<file path="src/rtl/modexp_arbiter.sv">
// rtl/modexp_arbiter.sv - two-requester round-robin front end for one shared modular-exponentiation engine
// Optional WAIT watchdog: define MODEXP_ARB_TIMEOUT_EN.
module modexp_arbiter #(
    parameter int WIDTH          = 32,
    parameter int TIMEOUT_CYCLES = 4096
) (
    input  logic             clk,
    input  logic             rstn,
    input  logic             req0,
    input  logic             req1,
    input  logic [WIDTH-1:0] base0,
    input  logic [WIDTH-1:0] exp0,
    input  logic [WIDTH-1:0] modulus0,
    input  logic [WIDTH-1:0] base1,
    input  logic [WIDTH-1:0] exp1,
    input  logic [WIDTH-1:0] modulus1,
    output logic             done0,
    output logic             done1,
    output logic [WIDTH-1:0] result0,
    output logic [WIDTH-1:0] result1,
    output logic             err,
    output logic             busy,
    output logic             md_start,
    output logic [WIDTH-1:0] base,
    output logic [WIDTH-1:0] exp,
    output logic [WIDTH-1:0] modulus,
    input  logic [WIDTH-1:0] r,
    input  logic             md_end
);

    typedef enum logic [1:0] {S_IDLE, S_START, S_WAIT, S_DONE} state_t;

    state_t           state_q, state_d;
    logic             ptr_q, ptr_d;
    logic             owner_q, owner_d;
    logic             grant;
    logic [WIDTH-1:0] base_q, base_d;
    logic [WIDTH-1:0] exp_q, exp_d;
    logic [WIDTH-1:0] modulus_q, modulus_d;
    logic [WIDTH-1:0] result0_q, result0_d;
    logic [WIDTH-1:0] result1_q, result1_d;

`ifdef MODEXP_ARB_TIMEOUT_EN
    localparam int CW = $clog2(TIMEOUT_CYCLES + 1);
    logic [CW-1:0] cnt_q, cnt_d;
    logic          timed_out_q, timed_out_d;
`else
    // TIMEOUT_CYCLES only sizes the watchdog, which is absent in this build.
    if (TIMEOUT_CYCLES < 1) begin : g_timeout_unused
    end
`endif

    // The pointer only breaks ties; a lone request always wins.
    assign grant = (req0 && req1) ? ptr_q : req1;

    always_ff @(posedge clk or negedge rstn) begin
        if (!rstn) begin
            state_q   <= S_IDLE;
            ptr_q     <= 1'b0;
            owner_q   <= 1'b0;
            base_q    <= '0;
            exp_q     <= '0;
            modulus_q <= '0;
            result0_q <= '0;
            result1_q <= '0;
`ifdef MODEXP_ARB_TIMEOUT_EN
            cnt_q       <= '0;
            timed_out_q <= 1'b0;
`endif
        end else begin
            state_q   <= state_d;
            ptr_q     <= ptr_d;
            owner_q   <= owner_d;
            base_q    <= base_d;
            exp_q     <= exp_d;
            modulus_q <= modulus_d;
            result0_q <= result0_d;
            result1_q <= result1_d;
`ifdef MODEXP_ARB_TIMEOUT_EN
            cnt_q       <= cnt_d;
            timed_out_q <= timed_out_d;
`endif
        end
    end

    always_comb begin
        state_d   = state_q;
        ptr_d     = ptr_q;
        owner_d   = owner_q;
        base_d    = base_q;
        exp_d     = exp_q;
        modulus_d = modulus_q;
        result0_d = result0_q;
        result1_d = result1_q;
`ifdef MODEXP_ARB_TIMEOUT_EN
        cnt_d       = cnt_q;
        timed_out_d = timed_out_q;
`endif
        case (state_q)
            S_IDLE: begin
                if (req0 || req1) begin
                    owner_d   = grant;
                    base_d    = grant ? base1    : base0;
                    exp_d     = grant ? exp1     : exp0;
                    modulus_d = grant ? modulus1 : modulus0;
                    state_d   = S_START;
                end
            end
            S_START: begin
                state_d = S_WAIT;
`ifdef MODEXP_ARB_TIMEOUT_EN
                cnt_d       = '0;
                timed_out_d = 1'b0;
`endif
            end
            S_WAIT: begin
                if (md_end) begin
                    if (owner_q) result1_d = r;
                    else         result0_d = r;
                    state_d = S_DONE;
                end
`ifdef MODEXP_ARB_TIMEOUT_EN
                else if (cnt_q == CW'(TIMEOUT_CYCLES - 1)) begin
                    if (owner_q) result1_d = '0;
                    else         result0_d = '0;
                    timed_out_d = 1'b1;
                    state_d     = S_DONE;
                end else begin
                    cnt_d = cnt_q + 1'b1;
                end
`endif
            end
            S_DONE: begin
                ptr_d   = ~owner_q;
                state_d = S_IDLE;
            end
            default: state_d = S_IDLE;
        endcase
    end

    always_comb begin
        md_start = (state_q == S_START);
        busy     = (state_q != S_IDLE);
        done0    = (state_q == S_DONE) && !owner_q;
        done1    = (state_q == S_DONE) &&  owner_q;
`ifdef MODEXP_ARB_TIMEOUT_EN
        err      = (state_q == S_DONE) && timed_out_q;
`else
        err      = 1'b0;
`endif
    end

    assign base    = base_q;
    assign exp     = exp_q;
    assign modulus = modulus_q;
    assign result0 = result0_q;
    assign result1 = result1_q;

endmodule

</file>
<file path="config.mk">
export PLATFORM = sky130hd
export DESIGN_NAME = modexp_arbiter
export DESIGN_NICKNAME = d
export VERILOG_FILES = /design/src/rtl/modexp_arbiter.sv
export SDC_FILE = /design/constraint.sdc
export NUM_CORES = 1
export LEC_CHECK = 0
export CORE_AREA = 2 2 153 155
export CTS_BUF_LIST = sky130_fd_sc_hd__clkbuf_8
export DETAILED_ROUTE_END_ITERATION = 8
export DIE_AREA = 0 0 155 157
export MAX_ROUTING_LAYER = met4
export PLACE_DENSITY = 0.74
export RECOVER_POWER = 50
export SETUP_SLACK_MARGIN = 0.1
export SLEW_MARGIN = 20
export SYNTH_ARGS = -nofsm -noshare
export SYNTH_HDL_FRONTEND = slang
export SYNTH_SLANG_ARGS = --single-unit
</file>
<file path="constraint.sdc">
create_clock -name clk -period 2.9 [get_ports clk]
set_input_delay 0.435 -clock clk [delete_from_list [all_inputs] [get_ports clk]]
set_output_delay 0.435 -clock clk [all_outputs]
set_load 0.02 [all_outputs]
</file>
# == Word level (Yosys, flattened, before mapping) ==
# Index checks and enable logic that the tools add are counted.
# W data, S select, Z words.
# totals
elab_cells,32
in_bits,229
ff_bits,164
out_inout_bits,165
# classes
reduce_logical,11
n_bitwise,1
eq_ne,5
muxes,7
# ops
operator,count
$mux W32,3
$pmux W2 S4,1
$reduce_and A3 Y1,2
$eq A2 B2 Y1 const B,2
$mux W2,2
$ne A2 B2 Y1 const B,2
$reduce_and A2 Y1,2
$logic_and A1 B1 Y1,3
$eq A2 B1 Y1 const B,1
$logic_not A2 Y1,1
$reduce_bool A2 Y1,1
$logic_not A1 Y1,1
$logic_or A1 B1 Y1,1
$mux W1,1
$not A1 Y1,1

# == Longest topological paths before layout ==
# Gate-level depths: netlist (run 1).
# logic_depth
depth_word,3
depth_mapped,7
ltp_nobuf,5

# == Worst setup path before layout (run 1) ==
# No wires, ideal clock.
# synth_timing
path_kind,reg-to-reg
startpoint,reg state_q[0]
endpoint,reg state_q[1]
period_less_slack_ps,1575
stages_incl_launch_ff,6
arrival_ps,1450
required_time_ps,2775
n_path_buf,0
slack_ps,1325
setup_ps,125
path_cell_list,dfrtp_1 > inv_1 > ha_1 > inv_1 > o32a_1 > mux2_4
# synth_via
elab_chain_cells,3
word_cells_on_any_way,8
cone_classes,eq/ne: 5; mux: 1; reduce/logical: 2
# synth_rtl
element,line_no,rtl
"start, declared",33,"state_t state_q, state_d;"
"start signal, assigned",71,state_q <= state_d;
$eq A2 B2 Y1 or $logic_not A2 Y1 (tied branches),99,case (state_q)
$ne A2 B2 Y1 (no line),-,
$reduce_and A2 Y1 (no line),-,
# Parallel ways exist; a longest one is shown, timed or not.
# A chain may end at the register's enable or synchronous reset.

# == Worst setup path after layout (run 1) ==
# layout_timing
startpoint,reg state_q[0]
endpoint,out busy
# layout_via
elab_chain_cells,1
# layout_rtl
element,line_no,rtl
$reduce_bool A2 Y1,143,busy = (state_q != S_IDLE);
"end, declared",22,"output logic busy,"
# No other way between the ends.

==> impl_metrics.py, run 1 <==
metrics = {
    "outcome": {
        "outcome": "finished, violations left",
        "violations": "max-capacitance violations, max-slew violations",
    },
    "global_route": {
        "grt_pass1_vias": 7035,
        "grtUsageTotal_pct": 20.84,
        "grt_max_degree": 98,
        "overflow": 0,
        "grt_pass1_wl_um": 38250,
        "antenna_found_initial": 0,
    },
    "power_and_ir_drop": {
        "internal_power_mw": 7.480,
        "switching_share_pct": 40.49,
        "seqPwrFrac_pct": 32.4,
        "power.density_nw_per_um2": 1062,
        "vdd_drop_max_mv": 0.4278,
        "p_sw_mw": 5.089,
        "p_clk_share_pct": 13.9,
        "power_leakage_nw": 4.682,
        "comb_power_share_pct": 53.8,
    },
    "finish": {
        "area_growth_pct": 61.64,
        "final_nets": 1298,
        "drive_gt1_share_pct": 10.95,
        "seqCellArea_sq_um": 4104,
        "multi_input_area_sq_um": 2801,
        "stdcell_count": 1364,
        "final_util_pct": 52.59,
        "n_fill_cell": 2027,
    },
    "routing": {
        "wl_met2_um": 12510,
        "final_antenna_net_count": 0,
        "drtIter0Drc": 437,
        "wl_met1_um": 9887,
        "dr_wl_met3_um": 1739,
        "wire_per_inst_um": 18.22,
        "via_per_inst": 5.131,
        "highest_layer": "met4",
        "first_pass_iters": 6,
        "drcViolationCount": 0,
        "totalWireLength_um": 24860,
        "num_vias": 6999,
    },
    "sta": {
        "fin_crit_sh_pct": 83.79,
        "fin_worst_skew_ns": 0.01927,
        "max_slew.worst_pin.slew_ns": 1.684,
        "hold_violations": 0,
        "clock.fmax_ghz": 0.4115,
        "period_minus_slack_ns": 2.430,
        "fin_ws_ns": 0.4701,
        "fin_setup_tns_ns": 0,
        "slew_headroom_pct": -12.26,
        "whs_ns": 0.4513,
        "rsz0062_at_grt": "false",
        "setup_viol": 0,
        "maxSlewViolCount": 63,
    },
    "critical_path": {
        "cp.arrival_ns": 1.99,
        "worstPathRequired_ns": 2.47,
        "cp_max_fo": 4,
        "rr_endpoint": "result1[19]$_DFFE_PN0P_",
        "reg2reg_depth": 5,
        "rrSetupSlack_ns": 0.82,
        "startpoint_type": "flip-flop",
        "endpoint_kind": "output port",
        "reg2reg_from": "state_q[0]$_DFFE_PN0P_",
        "crit_start": "state_q[0]$_DFFE_PN0P_",
        "critPathKind": "flip-flop to output port",
    },
    "placement": {
        "dp.cells": 1330,
        "port_buffers": 392,
        "gp_congestion": 0.8386,
        "dp_worst_setup_slack_ns": 0.6766,
        "hpwl_um": 17720,
    },
    "die": {
        "fp.dieW_um": 155,
        "die_h_um": 157,
        "ios": 394,
        "row_count": 55,
        "initial_core_util_pct": 32.54,
        "die_area_sq_um": 24340,
        "core-area_sq_um": 22500,
    },
    "min_path": {
        "hold_end": "modulus[23]$_DFFE_PN0P_",
        "min_delay_path_depth": 3,
        "hp-class": "primary input to flip-flop",
        "hp-start": "req1",
    },
    "yosys": {
        "synth_cells": 706,
        "ys_ff_latch": 164,
        "synth_nets": 939,
        "yosysUniqueCellTypes": 26,
        "synth_seq_area_share_pct": 56.05,
        "syn_area_sq_um": 7322,
        "yosys_warnings": 0,
        "syn_avg_cell_area_sq_um": 10.37,
    },
    "clock_network": {
        "cts_tree": "done",
        "max-clock-path-buffers": 2,
        "cts_resized": 0,
        "clk_pin_slew_ns": 0.11,
        "cts.htree.levels": 4,
        "insertion_delay_ns": 0.46,
        "clock-root-buffer": "clkbuf_8",
        "clock-sinks": 164,
        "numCtsBuffers": 17,
    },
    "flow_run": {
        "maxCapViolCount": 1,
    },
}
==> stage by stage <==
step,total power [mW],cell area [sq um]
finish,12.57,11840
floorplan,7.621,7322
global route,13.34,11830
detailed placement,10.95,11430
global placement,10.81,11430
CTS,12.73,11860
==> timing repair <==
action / in CTS / in global routing
hold buffers: 1 / 0
endpoints found under the hold margin: 59 / 0
buffers inserted: 0 / 0
==> per-layer routing <==
metal	global-route usage [%]	vias up
met5	-	-
met1	23.86	3378
li1	-	3256
met4	8.289	0
met2	35.20	324
met3	5.286	41
==> cell usage after synthesis <==
| cell type | n | area, sq um |
|---|---|---|
| and2b_4 | 1 | 10.01 |
| nor2b_1 | 1 | 6.260 |
| dfrtp_1 | 164 | 4104 |
| o22a_1 | 1 | 8.760 |
| ha_1 | 4 | 50.05 |
| buf_6 | 6 | 67.56 |
| clkbuf_2 | 3 | 15.01 |
| o32a_1 | 1 | 10.01 |
| o21ai_1 | 13 | 65.06 |
| clkbuf_1 | 18 | 67.56 |
| nor2_1 | 98 | 367.9 |
| buf_2 | 31 | 155.2 |
| and2_1 | 1 | 6.260 |
| o21ai_0 | 83 | 415.4 |
| clkbuf_4 | 2 | 15.01 |
| inv_2 | 1 | 3.750 |
| conb_1 | 1 | 3.750 |
| mux2_2 | 64 | 720.7 |
| inv_1 | 5 | 18.77 |
| o21a_4 | 1 | 15.01 |
| nand3_1 | 98 | 490.5 |
| o32ai_1 | 1 | 8.760 |
| a31oi_1 | 96 | 600.6 |
| nand2b_1 | 1 | 6.260 |
| mux2_4 | 1 | 15.01 |
| buf_4 | 10 | 75.07 |
==> final cells by class <==
type | instances | share of cell area, %
Tap cell | 285 | 3.013
Clock buffer | 17 | 1.977
Sequential cell | 164 | 34.68
Antenna cell | 1 | 0.02114
Timing Repair Buffer | 410 | 34.89
Clock inverter | 15 | 1.565
Inverter | 6 | 0.1903
Multi-Input combinational cell | 466 | 23.67
==> flip-flops by register name, summed over array words and instances, names as in the netlist <==
| signal | flops |
|---|---|
| result0 | 32 |
| modulus | 32 |
| result1 | 32 |
| ptr_q | 1 |
| state_q | 2 |
| base | 32 |
| exp | 32 |
| owner_q | 1 |
==> layout by cell type, fill, tap and decap left out, types with 2 or more instances in the layout <==
cell	synthesis	layout
clkbuf_2	3	6
a31oi_1	96	96
o21ai_0	83	83
buf_12	0	7
o21ai_1	13	13
ha_1	4	4
inv_1	5	5
clkinvlp_4	0	2
clkinv_4	0	2
dlygate4sd3_1	0	2
dfrtp_1	164	164
buf_4	10	6
nand3_1	98	98
inv_8	0	5
mux2_2	64	64
inv_6	0	2
clkdlybuf4s50_1	0	389
clkbuf_8	0	17
nor2_1	98	98
clkinv_8	0	3
==> critical path: stages (launching register included) <==
cell and delay, ns:
dfrtp_1 0.42, inv_1 0.09, ha_1 0.24, inv_1 0.13
clkdlybuf4s50_1 0.67
==> worst max path at each step <==
stage	to	slack (ns)	cells after the start
6_report	busy	0.47	4
5_1_grt	result1[30]$_DFFE_PN0P_	0.21	3
4_1_cts	busy	0.44	4
3_5_place_dp	modulus[17]$_DFFE_PN0P_	0.68	5
3_3_place_gp	exp[9]$_DFFE_PN0P_	0.74	5
2_1_floorplan	state_q[1]$_DFFE_PN0P_	1.32	5
==> power groups by stage <==
| stage | Clock [mW] | Sequential, mW | Combinational [mW] |
|---|---|---|---|
| 6_report | 1.74 | 4.07 | 6.76 |
| 5_1_grt | 1.90 | 4.22 | 7.22 |
| 4_1_cts | 1.81 | 4.08 | 6.84 |
| 3_5_place_dp | 0 | 4.12 | 6.82 |
| 3_3_place_gp | 0 | 4.07 | 6.73 |
| 2_1_floorplan | 0 | 5.45 | 2.17 |
==> cell families (layout without fill, tap and decap cells) <==
group | Yosys count | in the layout | share of synthesized area [%]
AOI/OAI and AO/OA | 196 | 196 | 15.35
DFF | 164 | 164 | 56.05
muxes | 65 | 65 | 10.05
and+or+nand+nor | 200 | 200 | 12.12
adders and majority gates | 4 | 4 | 0.6836
buffers and inverters | 76 | 448 | 5.707
other | 1 | 2 | 0.05122
No activity file was read; power rests on OpenSTA's default activity.
==> inputs of run 2 (changes only) <==
--- a/config.mk
+++ b/config.mk
@@ -10,7 +10,7 @@
 export DETAILED_ROUTE_END_ITERATION = 8
 export DIE_AREA = 0 0 155 157
 export MAX_ROUTING_LAYER = met4
-export PLACE_DENSITY = 0.74
+export PLACE_DENSITY = 0.77
 export RECOVER_POWER = 50
 export SETUP_SLACK_MARGIN = 0.1
 export SLEW_MARGIN = 20
==> constraint.sdc (replaced) <==
create_clock -name clk -period 2.23 [get_ports clk]
set_input_delay 0.3345 -clock clk [delete_from_list [all_inputs] [get_ports clk]]
set_output_delay 0.3345 -clock clk [all_outputs]
set_load 0.02 [all_outputs]
==> impl_metrics.py, run 2 (synthesized netlist as in run 1, its figures left out) <==
metrics = {
    "outcome": {
        "outcome": "finished, final reports clean",
    },
    "finish": {
        "final_util_pct": 52.85,
        "final_area_sq_um": 11890,
        "final_common_cell": "clkdlybuf4s50_1",
        "layout_common_cells": "clkdlybuf4s50_1 (386), dfrtp_1 (164), nand3_1 (98), nor2_1 (98), a31oi_1 (96)",
        "final_nets": 1301,
        "n_antenna_cell": 0,
        "drive_gt1_share_pct": 11.29,
        "area_growth_pct": 62.42,
    },
    "sta": {
        "rsz0062_at_grt": "false",
        "fin_worst_skew_ns": 0.01806,
        "fin_setup_tns_ns": 0,
        "fin_crit_sh_pct": 90.21,
        "whs_ns": 0.3576,
        "hold_violations": 0,
        "slew_headroom_pct": 31.03,
        "clock.fmax_ghz": 0.4971,
        "setup_viol": 0,
        "maxSlewViolCount": 0,
        "period_minus_slack_ns": 2.012,
        "max_slew.worst_pin.slew_ns": 1.035,
    },
    "global_route": {
        "use_met3_pct": 4.213,
        "grt-busiest-layer": "met2",
        "grtUsageMet2_pct": 34.26,
        "antenna_found_initial": 0,
        "met1_usage_pct": 23.99,
        "grtUsageTotal_pct": 20.14,
        "grt_pass1_wl_um": 37320,
        "grt_max_degree": 76,
        "overflow": 0,
        "grt_pass1_vias": 6806,
    },
    "critical_path": {
        "critPathMaxStageDelay_ns": 0.63,
        "cp_slowest_cell": "buf_2",
        "rrSetupSlack_ns": 0.22,
        "crit_chain": "inv_1 > ha_1 > nand3_1 > buf_2 > mux2_2",
        "worstPathRequired_ns": 2.55,
        "reg2reg_from": "state_q[0]$_DFFE_PN0P_",
        "critPathKind": "flip-flop to flip-flop",
        "endpoint_kind": "flip-flop",
        "cp.arrival_ns": 2.33,
        "worst-path-buf-inv": 2,
        "crit_start": "state_q[0]$_DFFE_PN0P_",
        "cp_max_fo": 32,
        "critPathTopFamily": "buffers and inverters",
        "startpoint_type": "flip-flop",
    },
    "die": {
        "ios": 394,
        "fp.dieW_um": 155,
        "core-area_sq_um": 22500,
        "die_h_um": 157,
        "row_count": 55,
        "die_area_sq_um": 24340,
        "initial_core_util_pct": 32.54,
    },
    "clock_network": {
        "clock-root-buffer": "clkbuf_8",
        "numCtsBuffers": 17,
        "max-clock-path-buffers": 2,
        "clk_pin_slew_ns": 0.11,
        "clock-sinks": 164,
        "cts_tree": "done",
        "cts.htree.levels": 4,
        "insertion_delay_ns": 0.44,
    },
    "placement": {
        "gp_congestion": 0.8111,
        "hpwl_um": 17920,
        "dpl_cell_area_sq_um": 11550,
        "port_buffers": 392,
    },
    "routing": {
        "drcViolationCount": 0,
        "totalWireLength_um": 24580,
        "wire_per_inst_um": 17.99,
        "drtIter0Drc": 478,
        "num_vias": 6976,
        "first_pass_iters": 5,
        "via_per_inst": 5.107,
        "final_antenna_net_count": 0,
    },
    "min_path": {
        "hp-class": "primary input to flip-flop",
        "hp-start": "req1",
    },
    "flow_run": {
        "maxCapViolCount": 0,
    },
    "power_and_ir_drop": {
        "power.density_nw_per_um2": 1376,
        "vdd_drop_max_mv": 0.5373,
        "power_leakage_nw": 4.732,
    },
}
run 2: cell count changes in the layout (fill, tap and decap cells not counted), moves of 3 or more:
cell and delta:
buf_12 +3, clkbuf_2 -4, clkbuf_4 +3, clkdlybuf4s50_1 -3
dlygate4sd2_1 +3
run 2: worst register-to-register path: cells and delay by family (launching register included):
kind | cells | cell delay (ns)
fa+ha+maj | 1 | 0.25
buf+inv | 2 | 0.71
flops | 1 | 0.42
mux | 1 | 0.45
simple gates | 1 | 0.08
run 2: layer usage:
layer	share of wire (%)	routed length, um
met5	0	0
met4	2.6	650
met3	6.7	1657
met2	50	12370
met1	40	9903
run 2: per-stage QoR:
| stage | instances | power [mW] | worst slack, ns |
|---|---|---|---|
| global route | 1366 | 17.30 | 0.09317 |
| finish | 1366 | 16.37 | 0.2183 |
| detailed placement | 1333 | 14.36 | 0.3456 |
| floorplan | 706 | 9.910 | 0.6545 |
| global placement | 1333 | 14.16 | 0.4046 |
| CTS | 1366 | 16.59 | 0.1316 |
run 2: area by class of cell:
cell class | instances | area (sq um)
clock buffer | 17 | 234.0
clock inverter | 15 | 178.9
fill | 2000 | 10610
inverter | 6 | 22.52
multi-input combinational | 466 | 2808
sequential | 164 | 4104
tap | 285 | 356.6
timing repair buffer | 413 | 4189
run 2: power by group:
group,switching (mW),internal [mW]
Combinational,4.50,4.32
Clock,1.34,0.869
Sequential,0.849,4.49
Total,6.69,9.68
run 2: path summary, 6_finish.rpt:
check / end / cells after the start
worst min-delay path: modulus[5]$_DFFE_PN0P_ / 3
worst min register to register: result0[3]$_DFFE_PN0P_ / 1
worst max register to register: result0[4]$_DFFE_PN0P_ / 5
min in group asynchronous: exp[15]$_DFFE_PN0P_ / 2
worst max-delay path: result0[4]$_DFFE_PN0P_ / 5
max in group asynchronous: result0[1]$_DFFE_PN0P_ / 3
run 2: what timing repair did:
action,CTS,global route
setup buffers,0,0
hold buffers,1,0
setup endpoints to repair,3,1
resized for setup,3,1
hold endpoints to repair,35,0
==> inputs of run 3 (changes only) <==
--- a/config.mk
+++ b/config.mk
@@ -13,6 +13,7 @@
 export PLACE_DENSITY = 0.77
 export RECOVER_POWER = 50
 export SETUP_SLACK_MARGIN = 0.1
+export SKIP_LAST_GASP = 1
 export SLEW_MARGIN = 20
 export SYNTH_ARGS = -nofsm -noshare
 export SYNTH_HDL_FRONTEND = slang
==> results of run 3 <==
No change in the layout: final DEF, timing and power equal those of run 2.
